===== src/rtl/id_stage.sv =====
// Instruction-decode stage: decode, register file with write-through bypass,
// EX-forwarding selects, load-use stall and the input side of the ID/EX register.
module id_stage #(
  parameter int DATA_W   = 16,
  parameter int RF_DEPTH = 8,
  parameter int INSTR_W  = 16,
  localparam int RA_W    = $clog2(RF_DEPTH)
) (
  input  logic               clock,
  input  logic               reset,
  input  logic [INSTR_W-1:0] instr,
  input  logic               instr_valid,
  input  logic               wb_wr_en,
  input  logic [RA_W-1:0]    wb_dst,
  input  logic [DATA_W-1:0]  wb_data,
  output logic               stall,
  output logic               illegal_seen,
  output logic               wr_enx0,
  output logic [1:0]         ALUsrc1x0,
  output logic [1:0]         ALUsrc2x0,
  output logic [3:0]         ALUopx0,
  output logic [DATA_W-1:0]  immx0,
  output logic [DATA_W-1:0]  dat1x0,
  output logic [DATA_W-1:0]  dat2x0,
  output logic [RA_W-1:0]    dstx0
);

  localparam logic [3:0] OP_NOP = 4'd0;
  localparam logic [3:0] OP_LD  = 4'd7;

  localparam logic [1:0] SEL_RF  = 2'd0;
  localparam logic [1:0] SEL_IMM = 2'd1;
  localparam logic [1:0] SEL_FWD = 2'd2;

  logic [DATA_W-1:0] rf_q [RF_DEPTH];
  logic              ex_wr_q, ex_wr_d;
  logic [RA_W-1:0]   ex_dst_q, ex_dst_d;
  logic              ex_ld_q, ex_ld_d;
  logic              illegal_q, illegal_d;

  logic [3:0]        op_s;
  logic [RA_W-1:0]   dst_s, src1_s, src2_s;
  logic [5:0]        imm6_s;
  logic              legal_s, uses1_s, uses2_s, imm_op_s;
  logic              hazard_s, issue_s, fwd1_s, fwd2_s;
  logic [DATA_W-1:0] rd1_s, rd2_s;

  assign op_s   = instr[15:12];
  assign dst_s  = instr[11:9];
  assign src1_s = instr[8:6];
  assign src2_s = instr[5:3];
  assign imm6_s = instr[5:0];

  // Opcode classification: which operands are used and whether it is defined.
  always_comb begin
    legal_s  = 1'b1;
    uses1_s  = 1'b0;
    uses2_s  = 1'b0;
    imm_op_s = 1'b0;
    case (op_s)
      4'd0: begin
        legal_s = 1'b1;
      end
      4'd1, 4'd2, 4'd3, 4'd4, 4'd5: begin
        uses1_s = 1'b1;
        uses2_s = 1'b1;
      end
      4'd6, 4'd7, 4'd8, 4'd9: begin
        uses1_s  = 1'b1;
        imm_op_s = 1'b1;
      end
      default: begin
        legal_s = 1'b0;
      end
    endcase
  end

  // Register-file reads; r0 is hard zero, a same-cycle WB write is bypassed.
  always_comb begin
    if (src1_s == '0) begin
      rd1_s = '0;
    end else if (wb_wr_en && (wb_dst == src1_s)) begin
      rd1_s = wb_data;
    end else begin
      rd1_s = rf_q[src1_s];
    end
    if (src2_s == '0) begin
      rd2_s = '0;
    end else if (wb_wr_en && (wb_dst == src2_s)) begin
      rd2_s = wb_data;
    end else begin
      rd2_s = rf_q[src2_s];
    end
  end

  // Hazard, forwarding and the ID/EX input fields; anything not issued is a bubble.
  always_comb begin
    hazard_s = instr_valid && !reset && ex_ld_q && ex_wr_q && (ex_dst_q != '0) &&
               ((uses1_s && (src1_s == ex_dst_q)) || (uses2_s && (src2_s == ex_dst_q)));
    issue_s  = instr_valid && !reset && legal_s && (op_s != OP_NOP) && !hazard_s;
    fwd1_s   = uses1_s && ex_wr_q && !ex_ld_q && (src1_s != '0) && (ex_dst_q == src1_s);
    fwd2_s   = uses2_s && ex_wr_q && !ex_ld_q && (src2_s != '0) && (ex_dst_q == src2_s);

    stall     = hazard_s;
    wr_enx0   = 1'b0;
    ALUsrc1x0 = SEL_RF;
    ALUsrc2x0 = SEL_RF;
    ALUopx0   = 4'd0;
    immx0     = '0;
    dat1x0    = '0;
    dat2x0    = '0;
    dstx0     = '0;
    if (issue_s) begin
      wr_enx0   = (dst_s != '0);
      ALUopx0   = op_s;
      dstx0     = dst_s;
      ALUsrc1x0 = fwd1_s ? SEL_FWD : SEL_RF;
      dat1x0    = uses1_s ? rd1_s : '0;
      if (imm_op_s) begin
        ALUsrc2x0 = SEL_IMM;
        immx0     = {{(DATA_W-6){imm6_s[5]}}, imm6_s};
      end else begin
        ALUsrc2x0 = fwd2_s ? SEL_FWD : SEL_RF;
        dat2x0    = uses2_s ? rd2_s : '0;
      end
    end else begin
      wr_enx0 = 1'b0;
    end

    ex_wr_d   = issue_s && (dst_s != '0);
    ex_dst_d  = issue_s ? dst_s : '0;
    ex_ld_d   = issue_s && (op_s == OP_LD);
    illegal_d = illegal_q || (instr_valid && !legal_s);
  end

  // Register file storage; r0 is never written.
  always_ff @(posedge clock or posedge reset) begin
    if (reset) begin
      for (int i = 0; i < RF_DEPTH; i++) begin
        rf_q[i] <= '0;
      end
    end else if (wb_wr_en && (wb_dst != '0)) begin
      rf_q[wb_dst] <= wb_data;
    end
  end

  // EX tracker and sticky illegal-opcode flag.
  always_ff @(posedge clock or posedge reset) begin
    if (reset) begin
      ex_wr_q   <= 1'b0;
      ex_dst_q  <= '0;
      ex_ld_q   <= 1'b0;
      illegal_q <= 1'b0;
    end else begin
      ex_wr_q   <= ex_wr_d;
      ex_dst_q  <= ex_dst_d;
      ex_ld_q   <= ex_ld_d;
      illegal_q <= illegal_d;
    end
  end

  assign illegal_seen = illegal_q;

endmodule


===== config.mk =====
export PLATFORM = sky130hd
export DESIGN_NAME = id_stage
export DESIGN_NICKNAME = d
export VERILOG_FILES = /design/src/rtl/id_stage.sv
export SDC_FILE = /design/constraint.sdc
export NUM_CORES = 1
export LEC_CHECK = 0
export CORE_ASPECT_RATIO = 1.5
export CORE_MARGIN = 10
export CORE_UTILIZATION = 60
export CTS_CLUSTER_DIAMETER = 150
export DETAILED_ROUTE_END_ITERATION = 8
export PLACE_DENSITY = 0.85
export SLEW_MARGIN = 40
export SYNTH_ARGS = -nofsm -noshare
export SYNTH_HDL_FRONTEND = slang
export SYNTH_SLANG_ARGS = --single-unit

===== constraint.sdc =====
create_clock -name clock -period 7.1 [get_ports clock]
set_input_delay 1.42 -clock clock [delete_from_list [all_inputs] [get_ports clock]]
set_output_delay 1.42 -clock clock [all_outputs]
set_load 0.02 [all_outputs]

After elaboration in Yosys (flattened, before gate mapping)
Cells that the tools add are included.
{"block": "totals", "reg_bits": 134, "output_inout_bits": 62, "word_cells": 110}
{"block": "op_classes", "n_lt_le_gt_ge": 4, "eq_ne": 15, "muxes": 32, "bitwise": 3, "n_reduce_logical": 44}
{"operator": "two-way mux 16 bit", "count": 16}
{"operator": "bitwise mux 128 bit", "count": 1}
{"operator": "binary-select mux 16 bit (select 3 bit)", "count": 2}
{"operator": "demux 16 bit (select 3 bit)", "count": 1}
{"operator": "logical AND 1 bit", "count": 25}
{"operator": "== test 3 bit", "count": 6}
{"operator": "== test 4 x 3 -> 1 bit, second input constant", "count": 4}
{"operator": "nonzero test 3 bit", "count": 5}
{"operator": ">= comparator 4 bit, second input constant", "count": 3}
{"operator": "NOT 3 -> 4 bit", "count": 3}
{"operator": "two-way mux 2 bit", "count": 5}
{"operator": "OR reduction 10 bit", "count": 1}
{"operator": "OR reduction 9 bit", "count": 1}
{"operator": "== test 4 x 2 -> 1 bit, second input constant", "count": 2}
{"operator": "== test 4 bit, second input constant", "count": 2}
{"operator": "zero test 3 bit", "count": 2}
{"operator": "two-way mux 1 bit", "count": 5}
{"operator": "OR reduction 5 bit", "count": 1}
{"operator": "== test 4 x 1 -> 1 bit, second input constant", "count": 1}
{"operator": "zero test 1 bit", "count": 4}
{"operator": "zero test 4 bit", "count": 1}
{"operator": "less-than comparator 4 x 1 -> 1 bit, second input constant", "count": 1}
{"operator": "two-way mux 4 bit", "count": 1}
{"operator": "nonzero test 4 bit", "count": 1}
{"operator": "other kinds (3)", "count": 4}

Logic depth before layout (Yosys ltp)
Gate-level depths: netlist of the first run.
{"block": "logic_depth", "depth_word": 10, "depth_mapped": 7, "depth_no_buf": 4}

Worst setup path before layout of the first run
No wires, ideal clock.
{"block": "synth_timing", "path_type": "input port to output port", "from": "in instr[13]", "to": "out immx0[10]", "t_arrival_ns": 3.860, "required_ns": 5.680, "path_slack_ns": 1.820, "stages": 7, "path_buffers": 3, "path_cell_list": "buf_6 -> or4_4 -> nand4_1 -> o32ai_2 -> buf_2 -> nor3_1 -> buf_4"}
{"block": "synth_via", "elab_chain_len": 9, "word_cells_on_any_way": 29}
{"item": "from (decl)", "line": "11", "text": "input logic [INSTR_W-1:0] instr,"}
{"item": "== test 4 x 3 -> 1 bit, or another cell as far along", "line": "60", "text": "case (op_s)"}
{"item": "OR reduction 9 bit (no line) / OR reduction 5 bit (equally long branches)"}
{"item": "two-way mux 1 bit", "line": "60"}
{"item": "logical AND 1 bit", "line": "99", "text": "((uses1_s && (src1_s == ex_dst_q)) || (uses2_s && (src2_s == ex_dst_q)));"}
{"item": "logical OR 1 bit (*)", "line": "99"}
{"item": "logical AND 1 bit (*)", "line": "98", "text": "hazard_s = instr_valid && !reset && ex_ld_q && ex_wr_q && (ex_dst_q != '0) &&"}
{"item": "via stall", "line": "16", "text": "output logic stall,"}
{"item": "zero test 1 bit (*)", "line": "100", "text": "issue_s = instr_valid && !reset && legal_s && (op_s != OP_NOP) && !hazard_s;"}
{"item": "logical AND 1 bit (*)", "line": "100"}
{"item": "two-way mux 16 bit (*)", "line": "113", "text": "if (issue_s) begin"}
{"item": "to (decl)", "line": "22", "text": "output logic [DATA_W-1:0] immx0,"}
The timed path passes the listed nets; every way through them passes the cells marked *.

Final worst setup path of the first run
{"block": "layout_timing", "from": "in instr[13]", "to": "out dat2x0[2]"}
{"block": "layout_via", "elab_chain_len": 9, "word_cells_on_any_way": 30}
{"item": "== test 4 x 3 -> 1 bit, or another cell as far along", "line": "60"}
{"item": "OR reduction 9 bit (no line) / OR reduction 5 bit (equally long branches)"}
{"item": "two-way mux 1 bit", "line": "60"}
{"item": "logical AND 1 bit", "line": "99"}
{"item": "logical OR 1 bit", "line": "99"}
{"item": "logical AND 1 bit", "line": "98"}
{"item": "zero test 1 bit", "line": "100"}
{"item": "logical AND 1 bit", "line": "100"}
{"item": "two-way mux 16 bit (*)", "line": "113"}
{"item": "to (decl)", "line": "24", "text": "output logic [DATA_W-1:0] dat2x0,"}
Every way passes the cells marked *; elsewhere a longest branch is shown, timed or not.

==> results of run 1 <==
==> stage by stage <==
step | power [µW] | hold WS [ns]
2_1_floorplan | 1380 | 0.441
3_3_place_gp | 1490 | 0.377
3_5_place_dp | 1540 | 0.384
4_1_cts | 2370 | 0.397
5_1_grt | 2460 | 0.411
6_report | 2380 | 0.398
==> cells in the final DEF (no fill, tap or decap), drive strengths merged, types with 6 or more instances in the layout <==
cell type,instances
a2111oi,15
a211oi,17
buf,24
clkbuf,24
clkdlybuf4s50,95
clkinv,7
dfrtp,134
mux2,112
mux2i,64
mux4,32
nand2,31
nand3,6
nor2,47
nor3,11
nor3b,10
nor4,17
o22ai,30
xnor2,12
==> logic make-up (layout without fill, tap and decap cells) <==
family | Yosys count | count (layout) | share of synthesized area, %
XOR/XNOR | 12 | 12 | 1.32
multiplexers | 208 | 208 | 33.0
flip-flops | 134 | 134 | 42.2
buffers and inverters | 83 | 155 | 5.53
AO/OA/AOI/OAI | 70 | 70 | 7.61
AND/OR/NAND/NOR | 147 | 147 | 10.2
other | 1 | 1 | 0.0472
==> metal layers <==
layer	vias up	wire length [µm]
met1	3141	8080
met4	0	1110
met2	409	12300
met3	100	2090
met5	-	0
li1	2588	-
==> worst max-delay path, delay by kind of cell <==
kind	cells	cell delay, ns
AND/OR/NAND/NOR	3	1.64
AO/OA/AOI/OAI	1	0.28
buffers and inverters	2	1.26
==> layout make-up <==
class | count | area, µm² | share of cell area, %
well taps | 159 | 199 | 2.10
multi-input cells | 438 | 4200 | 44.3
repair buffers | 119 | 1150 | 12.1
clock buffers | 24 | 482 | 5.08
clock inverters | 8 | 73.8 | 0.779
inverters | 4 | 20.0 | 0.211
flip-flops and latches | 134 | 3350 | 35.4
==> power breakdown <==
group | switching, µW | internal, µW | total (µW)
clock | 326 | 507 | 834
sequential | 113 | 907 | 1020
combinational | 243 | 281 | 524
total | 683 | 1700 | 2380
==> flip-flops by register name (all words and copies together) (netlist names) <==
| name | flops |
|---|---|
| rf_q | 128 |
| ex_ld_q | 1 |
| illegal_seen | 1 |
| ex_dst_q | 3 |
| ex_wr_q | 1 |
==> worst min path at each step <==
stage | to | slack, ns | cells after the start
floorplan | rf_q[112]$_DFFE_PP0P_ | 0.44 | 1
global placement | rf_q[113]$_DFFE_PP0P_ | 0.38 | 0
detailed placement | rf_q[123]$_DFFE_PP0P_ | 0.38 | 0
CTS | rf_q[123]$_DFFE_PP0P_ | 0.40 | 0
global route | rf_q[126]$_DFFE_PP0P_ | 0.41 | 0
finish | rf_q[126]$_DFFE_PP0P_ | 0.40 | 0
==> PnR_summary.wiki, run 1 <==
{| class="wikitable"
! Metric !! Value
|-
| Run status || finished clean
|-
| Post-CTS Resized || 0
|-
| Area share of the leading cell type in the synthesized netlist || 42.2%
|-
| Worst setup startpoint || instr[13]
|-
| Top Ports || approximately 100
|-
| Worst setup path endpoint || dat2x0[2]
|-
| Vias per cell || 7.04
|-
| Flop and latch count out of synthesis || about 130
|-
| Largest area contributor in the netlist || dfrtp_1
|-
| Number of CTS-inserted buffers || 17
|-
| Number of H-tree levels || 4
|-
| Largest net degree at the start of global routing || 80
|-
| Source-to-sink clock delay at the later pin of the worst-skew pair || 0.42 ns
|-
| Input/output buffers || 99
|-
| Share of post-route cells with drive strength above 1 || 31.6%
|-
| GR Util met1 || around 28%
|-
| Cells along the critical path || clkdlybuf4s50_1, o21ai_2, nand3_2, or3_2, nor4_1, clkdlybuf4s50_1
|-
| Post-synth EDFFs || 0
|-
| Final Setup Violations || 0
|-
| Worst min-delay path startpoint || rf_q[126]$_DFFE_PP0P_
|-
| Post-detailed-placement cell area || just under 0.009 mm²
|-
| Clock period minus final worst setup slack || between 6 and 7 ns
|-
| Global-route wire length before repair || 36700 µm
|-
| RR Startpoint || ex_dst_q[0]$_DFF_PP0_
|-
| Post-layout utilization of the core || 73.2%
|-
| Die width || 114 µm
|-
| Ratio of final minimum period to clock period || 85.0%
|-
| Clock root cell || clkbuf_16
|-
| Area of the core || 0.0130 mm²
|-
| Most frequently used flop master after synthesis || dfrtp_1
|-
| Worst reg2reg path endpoint || ex_dst_q[1]$_DFF_PP0_
|-
| Count of unresolved DRC violations after routing || 0
|-
| Via count of the first global-routing pass || around 6700
|-
| # rows || roughly 50
|-
| Maximum achievable frequency || 0.166 GHz
|-
| 1st-iter DRT viols || approximately 450
|-
| Synth cell types || 44
|-
| Worst IR Drop VDD || 0.152 mV
|-
| Most Used Layer, Global Route || met2
|-
| Mean post-synth cell area || about 12 µm²
|-
| Worst setup path category || input pin to output pin
|-
| Syn nets || just under 700
|-
| Count of max-cap constraint violations || 0
|-
| Filler cells || 802
|-
| Setup clock skew after layout || 0.000997 ns
|-
| Cells taking the most area after synthesis || dfrtp_1, mux2_2, mux4_2
|-
| Clock net sink count || 134
|-
| Synthesized instance count || 655
|-
| Worst Reg-to-Reg Cells || 5
|-
| Drt pass-1 iters || 5
|-
| Final cell count without fillers || 886
|-
| Min-Delay Path Class || flip-flop to flip-flop
|-
| Top-count cell post-synth || dfrtp_1
|-
| Maximum buffer depth of the clock tree || 2
|-
| Share of flip-flops with an asynchronous set or reset after synthesis || 100%
|-
| Average wire per standard cell || 26.6 µm
|-
| Die Outline Area || 0.0183 mm²
|-
| Total global routing overflow || 0
|-
| Relative max-transition margin || 47.5%
|-
| Initial antenna violation count || 0
|-
| TritonCTS clock tree || built
|-
| Post-CTS repair timing setup buffer count || 0
|-
| Final hold vios || 0
|-
| Cell area after synthesis || 0.00794 mm²
|-
| Slew Limit Fails || 0
|-
| Critical path required time || 5.68 ns
|-
| Net total in the final layout || about 750
|-
| Grt met3 use || 6.56%
|-
| Met2 demand-to-capacity share in global routing || between 40% and 50%
|-
| Area growth, synth to finish || 19.4%
|-
| Starting density of the core || 61.3%
|-
| Gr usage total || 25.5%
|-
| Antenna diodes || 0
|-
| Hold_buf cts || 0
|-
| Max FO, Critical Path || 18
|-
| Delay of the slowest cell on the worst path || 0.86 ns
|-
| Post-detailed-routing wire length || around 24000 µm
|-
| Highest-delay cell along the critical path || or3_2
|-
| Placed cell count || 854
|-
| Setup crit end kind || output pin
|-
| Layout Cell Area excl Fill || between 0.009 and 0.01 mm²
|-
| Cell with the most instances on the worst path || clkdlybuf4s50_1
|-
| Startpoint class of the critical path || input pin
|-
| Clock Pin Slew Worst Setup and Hold Paths || 0.06 ns
|-
| Post-place setup slack || 1.13 ns
|-
| Data arrival at the endpoint of the critical path || 4.61 ns
|-
| R2r setup slk || 5.01 ns
|-
| Transition time of the tightest slew-check pin || around 0.79 ns
|-
| Setup slack of the critical path after layout || 1.07 ns
|-
| Top cells by instance count after synthesis || dfrtp_1, mux2_2, mux2i_1, nor2_1, clkbuf_1
|-
| HPWL after detailed placement || 15300 µm
|-
| Post-synthesis sequential area ratio || a little over two fifths
|-
| Count of warnings emitted by yosys || 0
|-
| Via Count || 6238
|-
| Die height || about 160 µm
|-
| Leakage power of the design || around 0.0038 µW
|-
| Summed negative setup slack over all endpoints || 0 ns
|-
| GP Congestion || 0.841
|-
| Ratio of total power to cell area || around 250 mW/mm²
|-
| Unrepaired setup endpoints after global routing || no
|-
| Number of nets with antenna violations after routing || 0
|}
Note: power is estimated with default switching activity, not from simulation.
==> inputs of run 2 (changes only) <==
--- a/config.mk
+++ b/config.mk
@@ -7,10 +7,10 @@
 export LEC_CHECK = 0
 export CORE_ASPECT_RATIO = 1.5
 export CORE_MARGIN = 10
-export CORE_UTILIZATION = 60
+export CORE_UTILIZATION = 51
 export CTS_CLUSTER_DIAMETER = 150
 export DETAILED_ROUTE_END_ITERATION = 8
-export PLACE_DENSITY = 0.85
+export PLACE_DENSITY = 0.77
 export SLEW_MARGIN = 40
 export SYNTH_ARGS = -nofsm -noshare
 export SYNTH_HDL_FRONTEND = slang
==> constraint.sdc (replaced) <==
create_clock -name clock -period 5.3 [get_ports clock]
set_input_delay 1.06 -clock clock [delete_from_list [all_inputs] [get_ports clock]]
set_output_delay 1.06 -clock clock [all_outputs]
set_load 0.02 [all_outputs]
==> run 2 against run 1 <==
Effect of this change: design area up 3.0%; clock skew grew 0.0013 ns; global-route usage down 3.0 points; count of clock-buffer cells in the layout shrank 5; clock power grew 62%; sequential power up 33%; worst setup slack got worse by 0.75 ns; via count is 2.6% lower; critical path depth grew 1; critical endpoint is now dat2x0[15].
==> PnR_summary.wiki, run 2 (synthesized netlist as in run 1, its figures left out) <==
{| class="wikitable"
! Metric !! Value
|-
| Worst setup path endpoint || dat2x0[15] (was dat2x0[2])
|-
| Worst reg2reg path endpoint || ex_dst_q[1]$_DFF_PP0_ (unchanged)
|-
| Area growth, synth to finish || 23.0% (was 19.4%)
|-
| Die Outline Area || 0.0211 mm² (was 0.0183 mm²)
|-
| Area of combinational cells with multiple inputs || 0.00419 mm² (was 0.00420 mm²)
|-
| Startpoint class of the critical path || input pin (unchanged)
|-
| Source-to-sink clock delay at the later pin of the worst-skew pair || 0.42 ns (about the same)
|-
| Count of max-cap constraint violations || 0 (unchanged)
|-
| Input/output buffers || 99 (unchanged)
|-
| Largest net degree at the start of global routing || 77 (was 80)
|-
| Buffers and inverters on the worst path || 3 (was 2)
|-
| # rows || 55 (was 51)
|-
| RR Startpoint || ex_dst_q[0]$_DFF_PP0_ (unchanged)
|-
| Register with the most flip-flops || rf_q (unchanged)
|-
| Max FO, Critical Path || 21 (was 18)
|-
| Relative max-transition margin || 48.7% (was 47.5%)
|-
| Ratio of final minimum period to clock period || a little over nine tenths
|-
| Die height || 173 µm (was 161 µm)
|-
| Share of post-route cells with drive strength above 1 || 33.4% (was 31.6%)
|-
| Cells along the critical path || clkdlybuf4s50_1, or4_4, nand4_1, o32ai_4, buf_4, nor4_1, clkdlybuf4s50_1 (was clkdlybuf4s50_1, o21ai_2, nand3_2, or3_2, nor4_1, clkdlybuf4s50_1)
|-
| Transition time of the tightest slew-check pin || 0.769 ns (was 0.787 ns)
|-
| Die width || 122 µm (was 114 µm)
|-
| Leakage power of the design || 0.00395 µW (was 0.00381 µW)
|-
| Top Ports || 101 (unchanged)
|-
| Number of CTS-inserted buffers || 17 (unchanged)
|-
| Net total in the final layout || 773 (was 753)
|-
| GP Congestion || 0.858 (was 0.841)
|-
| Flip-flop count of the largest register after layout || 128 (unchanged)
|-
| Post-place setup slack || 0.349 ns (was 1.13 ns)
|-
| Worst IR Drop VDD || 0.193 mV (was 0.152 mV)
|-
| Logic pwr share || 20.6% (was 22.0%)
|-
| Switch Pwr || 917 µW (was 683 µW)
|-
| Delay of the slowest cell on the worst path || 0.68 ns (was 0.86 ns)
|-
| Area of the core || 0.0152 mm² (was 0.0130 mm²)
|-
| Post-CTS Resized || 0 (unchanged)
|-
| Vias per cell || 6.44 (was 7.04)
|-
| TritonCTS clock tree || built (unchanged)
|-
| Clock Pin Slew Worst Setup and Hold Paths || 0.05 ns (was 0.06 ns)
|-
| Sequential Power Share || 39.8% (was 42.9%)
|-
| Most common cell after layout, fill and taps aside || dfrtp_1 (unchanged)
|-
| Proportion of power drawn by the clock network || 39.6% (was 35.1%)
|-
| Slew Limit Fails || 0 (unchanged)
|-
| R2r setup slk || 3.50 ns (was 5.01 ns)
|-
| Worst Reg-to-Reg Cells || 5 (unchanged)
|-
| Hold_buf cts || 0 (unchanged)
|-
| Summed negative setup slack over all endpoints || 0 ns (unchanged)
|-
| Data arrival at the endpoint of the critical path || 3.93 ns (was 4.61 ns)
|-
| Via count of the first global-routing pass || 6516 (was 6650)
|-
| Critical path required time || 4.24 ns (was 5.68 ns)
|-
| Clock net sink count || 134 (unchanged)
|-
| Worst setup path category || input pin to output pin (unchanged)
|-
| Register area || 0.00335 mm² (unchanged)
|-
| Total global routing overflow || 0 (unchanged)
|-
| Highest-delay cell along the critical path || clkdlybuf4s50_1 (was or3_2)
|-
| Final Setup Violations || 0 (unchanged)
|-
| Post-CTS repair timing setup buffer count || 0 (unchanged)
|-
| Levels on crit path || 7 (was 6)
|-
| Met2 demand-to-capacity share in global routing || 39.5% (was 43.8%)
|-
| Run status || finished clean (unchanged)
|-
| Final hold vios || 0 (unchanged)
|-
| Clock root cell || clkbuf_16 (unchanged)
|-
| Most Used Layer, Global Route || met2 (unchanged)
|-
| Initial antenna violation count || 0 (unchanged)
|-
| Count of unresolved DRC violations after routing || 0 (unchanged)
|-
| Global-route wire length before repair || 36700 µm (about the same)
|-
| Ratio of total power to cell area || 350 mW/mm² (was 251 mW/mm²)
|-
| Internal Pwr Total || 2510 µW (was 1700 µW)
|-
| Starting density of the core || 52.2% (was 61.3%)
|-
| Antenna diodes || 0 (unchanged)
|-
| Number of H-tree levels || 4 (unchanged)
|-
| Setup slack of the critical path after layout || 0.311 ns (was 1.07 ns)
|-
| Setup clock skew after layout || 0.00231 ns (was 0.000997 ns)
|-
| 1st-iter DRT viols || 539 (was 454)
|-
| Via Count || 6076 (was 6238)
|-
| Maximum buffer depth of the clock tree || 2 (unchanged)
|-
| Post-detailed-routing wire length || 23600 µm (about the same)
|-
| Gr usage total || 22.5% (was 25.5%)
|-
| Min-Delay Path Class || flip-flop to flip-flop (unchanged)
|-
| Number of nets with antenna violations after routing || 0 (unchanged)
|-
| Biggest regs || rf_q (128), ex_dst_q (3) (unchanged)
|-
| Clock period minus final worst setup slack || 4.99 ns
|-
| Filler cells || 1138 (was 802)
|-
| Cell family contributing the most delay on the critical path || buffers and inverters (was simple AND/OR/NAND/NOR gates)
|-
| Maximum achievable frequency || 0.200 GHz
|-
| Setup crit end kind || output pin (unchanged)
|-
| Unrepaired setup endpoints after global routing || no (unchanged)
|-
| Worst setup startpoint || instr[13] (unchanged)
|-
| GR Util met1 || 24.7% (was 27.9%)
|-
| Drt pass-1 iters || 5 (unchanged)
|-
| Switch share || 26.8% (was 28.7%)
|-
| Average wire per standard cell || 25.0 µm (was 26.6 µm)
|-
| Grt met3 use || 5.09% (was 6.56%)
|-
| Commonest cells after routing, fill and taps aside || dfrtp_1, mux2_2, clkdlybuf4s50_1, mux2i_1, nor2_1 (unchanged)
|-
| Cell with the most instances on the worst path || clkdlybuf4s50_1 (unchanged)
|-
| HPWL after detailed placement || 15700 µm (was 15300 µm)
|}
==> run 2: area by class of cell <==
| class | count | area share [%] |
|---|---|---|
| Tap cell | 199 | 2.55 |
| Clock inverter | 11 | 2.27 |
| Multi-Input combinational cell | 438 | 42.9 |
| Clock buffer | 19 | 4.64 |
| Sequential cell | 134 | 34.3 |
| Timing Repair Buffer | 139 | 13.1 |
| Inverter | 4 | 0.179 |
==> run 2: how the worst min path moves through the flow <==
stage | from | endpoint | slack [ns] | cells after the start
2_1_floorplan | rf_q[112]$_DFFE_PP0P_ | rf_q[112]$_DFFE_PP0P_ | 0.44 | 1
3_3_place_gp | rf_q[113]$_DFFE_PP0P_ | rf_q[113]$_DFFE_PP0P_ | 0.38 | 0
3_5_place_dp | rf_q[116]$_DFFE_PP0P_ | rf_q[116]$_DFFE_PP0P_ | 0.38 | 0
4_1_cts | rf_q[114]$_DFFE_PP0P_ | rf_q[114]$_DFFE_PP0P_ | 0.40 | 0
5_1_grt | rf_q[114]$_DFFE_PP0P_ | rf_q[114]$_DFFE_PP0P_ | 0.41 | 0
6_report | rf_q[114]$_DFFE_PP0P_ | rf_q[114]$_DFFE_PP0P_ | 0.40 | 0
==> run 2: power groups by stage <==
stage / Combinational (µW) / Sequential (µW) / Clock [µW]
2_1_floorplan: 520 / 1320 / 0
3_3_place_gp: 672 / 1350 / 0
3_5_place_dp: 695 / 1370 / 0
4_1_cts: 706 / 1360 / 1370
5_1_grt: 761 / 1380 / 1410
6_report: 705 / 1360 / 1350
==> run 2: worst register-to-register path, cell delays in order (launching register included) <==
cell	delay, ns
dfrtp_1	0.42
or3_1	0.42
nand4_1	0.18
o32ai_4	0.13
buf_4	0.22
nor3b_1	0.32
==> run 2: per-layer routing <==
metal	routed length (µm)	share of wire, %
met5	0	0
met4	848	3.6
met3	1500	6.4
met2	12600	53
met1	8600	37
==> run 2: metrics by stage <==
| stage | cells | hold slack [ns] | util (%) | instance area [µm²] | power (µW) |
|---|---|---|---|---|---|
| global route | 944 | 0.412 | 64.2 | 9770 | 3550 |
| CTS | 944 | 0.397 | 64.2 | 9770 | 3430 |
| floorplan | 655 | 0.441 | - | 7940 | 1840 |
| detailed placement | 914 | 0.385 | 59.8 | 9090 | 2070 |
| finish | 944 | 0.399 | 64.2 | 9770 | 3420 |
| global placement | 914 | 0.376 | 59.8 | 9090 | 2020 |
==> inputs of run 3 (changes only) <==
--- a/config.mk
+++ b/config.mk
@@ -7,10 +7,11 @@
 export LEC_CHECK = 0
 export CORE_ASPECT_RATIO = 1.5
 export CORE_MARGIN = 10
-export CORE_UTILIZATION = 51
+export CORE_UTILIZATION = 52
+export CTS_BUF_LIST = sky130_fd_sc_hd__clkbuf_4 sky130_fd_sc_hd__clkbuf_8
 export CTS_CLUSTER_DIAMETER = 150
 export DETAILED_ROUTE_END_ITERATION = 8
-export PLACE_DENSITY = 0.77
+export PLACE_DENSITY = 0.79
 export SLEW_MARGIN = 40
 export SYNTH_ARGS = -nofsm -noshare
 export SYNTH_HDL_FRONTEND = slang
==> run 3 against run 2 <==
Effect of this change: sequential power barely moved; worst setup slack improved by 0.044 ns; first-iteration DRC count down 11%; core utilization shrank 1.2 points; critical path depth stayed put; combinational power down 0.9%; register-to-register slack better by 0.04 ns; count of clock-buffer cells in the layout unchanged; sequential cell count is the same; die area down 1.7%; clock power fell by 35%; clock skew is 0.0013 ns lower; critical path type unchanged; largest power group unchanged.
==> PnR_summary.wiki, run 3 (synthesized netlist as in run 1, its figures left out) <==
{| class="wikitable"
! Metric !! Value
|-
| Run status || finished clean (unchanged)
|-
| Relative max-transition margin || 47.1% (was 48.7%)
|-
| Post-detailed-routing wire length || 22900 µm (was 23600 µm)
|-
| Count of unresolved DRC violations after routing || 0 (unchanged)
|-
| Initial antenna violation count || 0 (unchanged)
|-
| Post-CTS Resized || 0 (unchanged)
|-
| GP Congestion || 0.872 (was 0.858)
|-
| R2r setup slk || 3.54 ns (was 3.50 ns)
|-
| Number of CTS-inserted buffers || 17 (unchanged)
|-
| Critical path required time || 4.24 ns (about the same)
|-
| Slew Limit Fails || 0 (unchanged)
|-
| Unrepaired setup endpoints after global routing || no (unchanged)
|-
| Number of H-tree levels || 4 (unchanged)
|-
| Final hold vios || 0 (unchanged)
|-
| Area of the core || 0.0151 mm² (was 0.0152 mm²)
|-
| TritonCTS clock tree || built (unchanged)
|-
| Data arrival at the endpoint of the critical path || 3.88 ns (was 3.93 ns)
|-
| Biggest regs || rf_q (128), ex_dst_q (3) (unchanged)
|-
| Ratio of final minimum period to clock period || 93.3% (was 94.1%)
|-
| Largest net degree at the start of global routing || 68 (was 77)
|-
| Top Ports || 101 (unchanged)
|-
| Setup clock skew after layout || 0.000985 ns (was 0.00231 ns)
|-
| Transition time of the tightest slew-check pin || 0.790 ns (was 0.769 ns)
|-
| Drt pass-1 iters || 5 (unchanged)
|-
| Startpoint class of the critical path || input pin (unchanged)
|-
| Clock root cell || clkbuf_8 (was clkbuf_16)
|-
| Share of post-route cells with drive strength above 1 || 33.3% (was 33.4%)
|-
| Input/output buffers || 99 (unchanged)
|-
| # rows || 55 (unchanged)
|-
| Final Setup Violations || 0 (unchanged)
|-
| Gr usage total || 22.0% (was 22.5%)
|-
| Max FO, Critical Path || 13 (was 21)
|-
| Register area || 0.00335 mm² (unchanged)
|-
| Maximum achievable frequency || 0.202 GHz (was 0.200 GHz)
|-
| Min-Delay Path Class || flip-flop to flip-flop (unchanged)
|-
| Worst setup path category || input pin to output pin (unchanged)
|-
| Most common cell after layout, fill and taps aside || dfrtp_1 (unchanged)
|-
| Leakage power of the design || 0.00382 µW (was 0.00395 µW)
|-
| Flip-flop count of the largest register after layout || 128 (unchanged)
|-
| Commonest cells after routing, fill and taps aside || dfrtp_1, mux2_2, clkdlybuf4s50_1, mux2i_1, nor2_1 (unchanged)
|-
| Area growth, synth to finish || 19.6% (was 23.0%)
|-
| Global-route wire length before repair || 35600 µm (was 36700 µm)
|-
| Total power after layout || 2930 µW (was 3420 µW)
|-
| HPWL after detailed placement || 16000 µm (was 15700 µm)
|-
| Starting density of the core || 52.7% (was 52.2%)
|-
| Maximum buffer depth of the clock tree || 2 (unchanged)
|-
| Vias per cell || 6.46 (was 6.44)
|-
| 1st-iter DRT viols || 482 (was 539)
|-
| Clock net sink count || 134 (unchanged)
|-
| Clock Pin Slew Worst Setup and Hold Paths || 0.08 ns (was 0.05 ns)
|-
| Die width || 121 µm (was 122 µm)
|-
| Register with the most flip-flops || rf_q (unchanged)
|-
| Clock period minus final worst setup slack || 4.94 ns (was 4.99 ns)
|-
| Source-to-sink clock delay at the later pin of the worst-skew pair || 0.44 ns (was 0.42 ns)
|-
| Die Outline Area || 0.0207 mm² (was 0.0211 mm²)
|-
| Worst IR Drop VDD || 0.181 mV (was 0.193 mV)
|-
| Average wire per standard cell || 24.3 µm (was 25.0 µm)
|-
| Filler cells || 1167 (was 1138)
|-
| Ratio of total power to cell area || 309 mW/mm² (was 350 mW/mm²)
|-
| Setup crit end kind || output pin (unchanged)
|-
| Post-CTS repair timing setup buffer count || 0 (unchanged)
|-
| Total global routing overflow || 0 (unchanged)
|-
| Antenna diodes || 0 (unchanged)
|-
| Count of max-cap constraint violations || 0 (unchanged)
|-
| Hold_buf cts || 0 (unchanged)
|-
| Die height || 171 µm (was 173 µm)
|-
| Summed negative setup slack over all endpoints || 0 ns (unchanged)
|-
| Via Count || 6093 (was 6076)
|-
| Net total in the final layout || 770 (was 773)
|-
| Number of nets with antenna violations after routing || 0 (unchanged)
|-
| Area of combinational cells with multiple inputs || 0.00419 mm² (unchanged)
|-
| Via count of the first global-routing pass || 6414 (was 6516)
|}
==> run 3: where the power goes <==
part	internal (µW)	switching (µW)	leakage (µW)
logic	383	316	0.00197
registers	1210	144	0.00164
clock network	449	429	0.000205
total	2040	889	0.00382
==> run 3: per-stage QoR <==
stage	hold WS, ns	utilization [%]	area [µm²]	setup WS, ns	std cells
4_1_cts	0.402	62.9	9490	0.354	942
3_3_place_gp	0.376	60.1	9060	0.418	908
6_report	0.400	63.0	9500	0.356	943
3_5_place_dp	0.384	60.2	9080	0.395	910
5_1_grt	0.415	63.0	9500	0.261	943
2_1_floorplan	0.441	-	7940	0.657	655
==> run 3: final timing paths <==
path                                             from                    end  cells after the start
worst max-delay path                        instr[13]              dat2x0[4]                      7
worst min-delay path            rf_q[126]$_DFFE_PP0P_  rf_q[126]$_DFFE_PP0P_                      0
worst max register to register  ex_dst_q[0]$_DFF_PP0_  ex_dst_q[1]$_DFF_PP0_                      5
worst min register to register  rf_q[126]$_DFFE_PP0P_  rf_q[126]$_DFFE_PP0P_                      0
max in group asynchronous                       reset  rf_q[103]$_DFFE_PP0P_                      3
min in group asynchronous                       reset      ex_wr_q$_DFF_PP0_                      2
==> run 3: layer usage <==
layer,part of all wire (%),GRT usage (%)
met5,0,0
met4,4.0,11.9
met3,6.9,4.20
met2,53,38.0
met1,36,25.1
==> run 3: final cells by class <==
| type | count | area share [%] |
|---|---|---|
| clock buffers | 19 | 2.75 |
| clock inverters | 13 | 1.53 |
| inverters | 4 | 0.211 |
| multi-input cells | 438 | 44.1 |
| flip-flops and latches | 134 | 35.3 |
| well taps | 199 | 2.62 |
| repair buffers | 136 | 13.5 |
==> run 3: critical path, cell delays in order <==
cell	delay, ns
clkdlybuf4s50_1	0.57
or4_4	0.63
nand4_1	0.17
o32ai_4	0.13
buf_4	0.23
nor4_1	0.40
clkdlybuf4s50_1	0.68
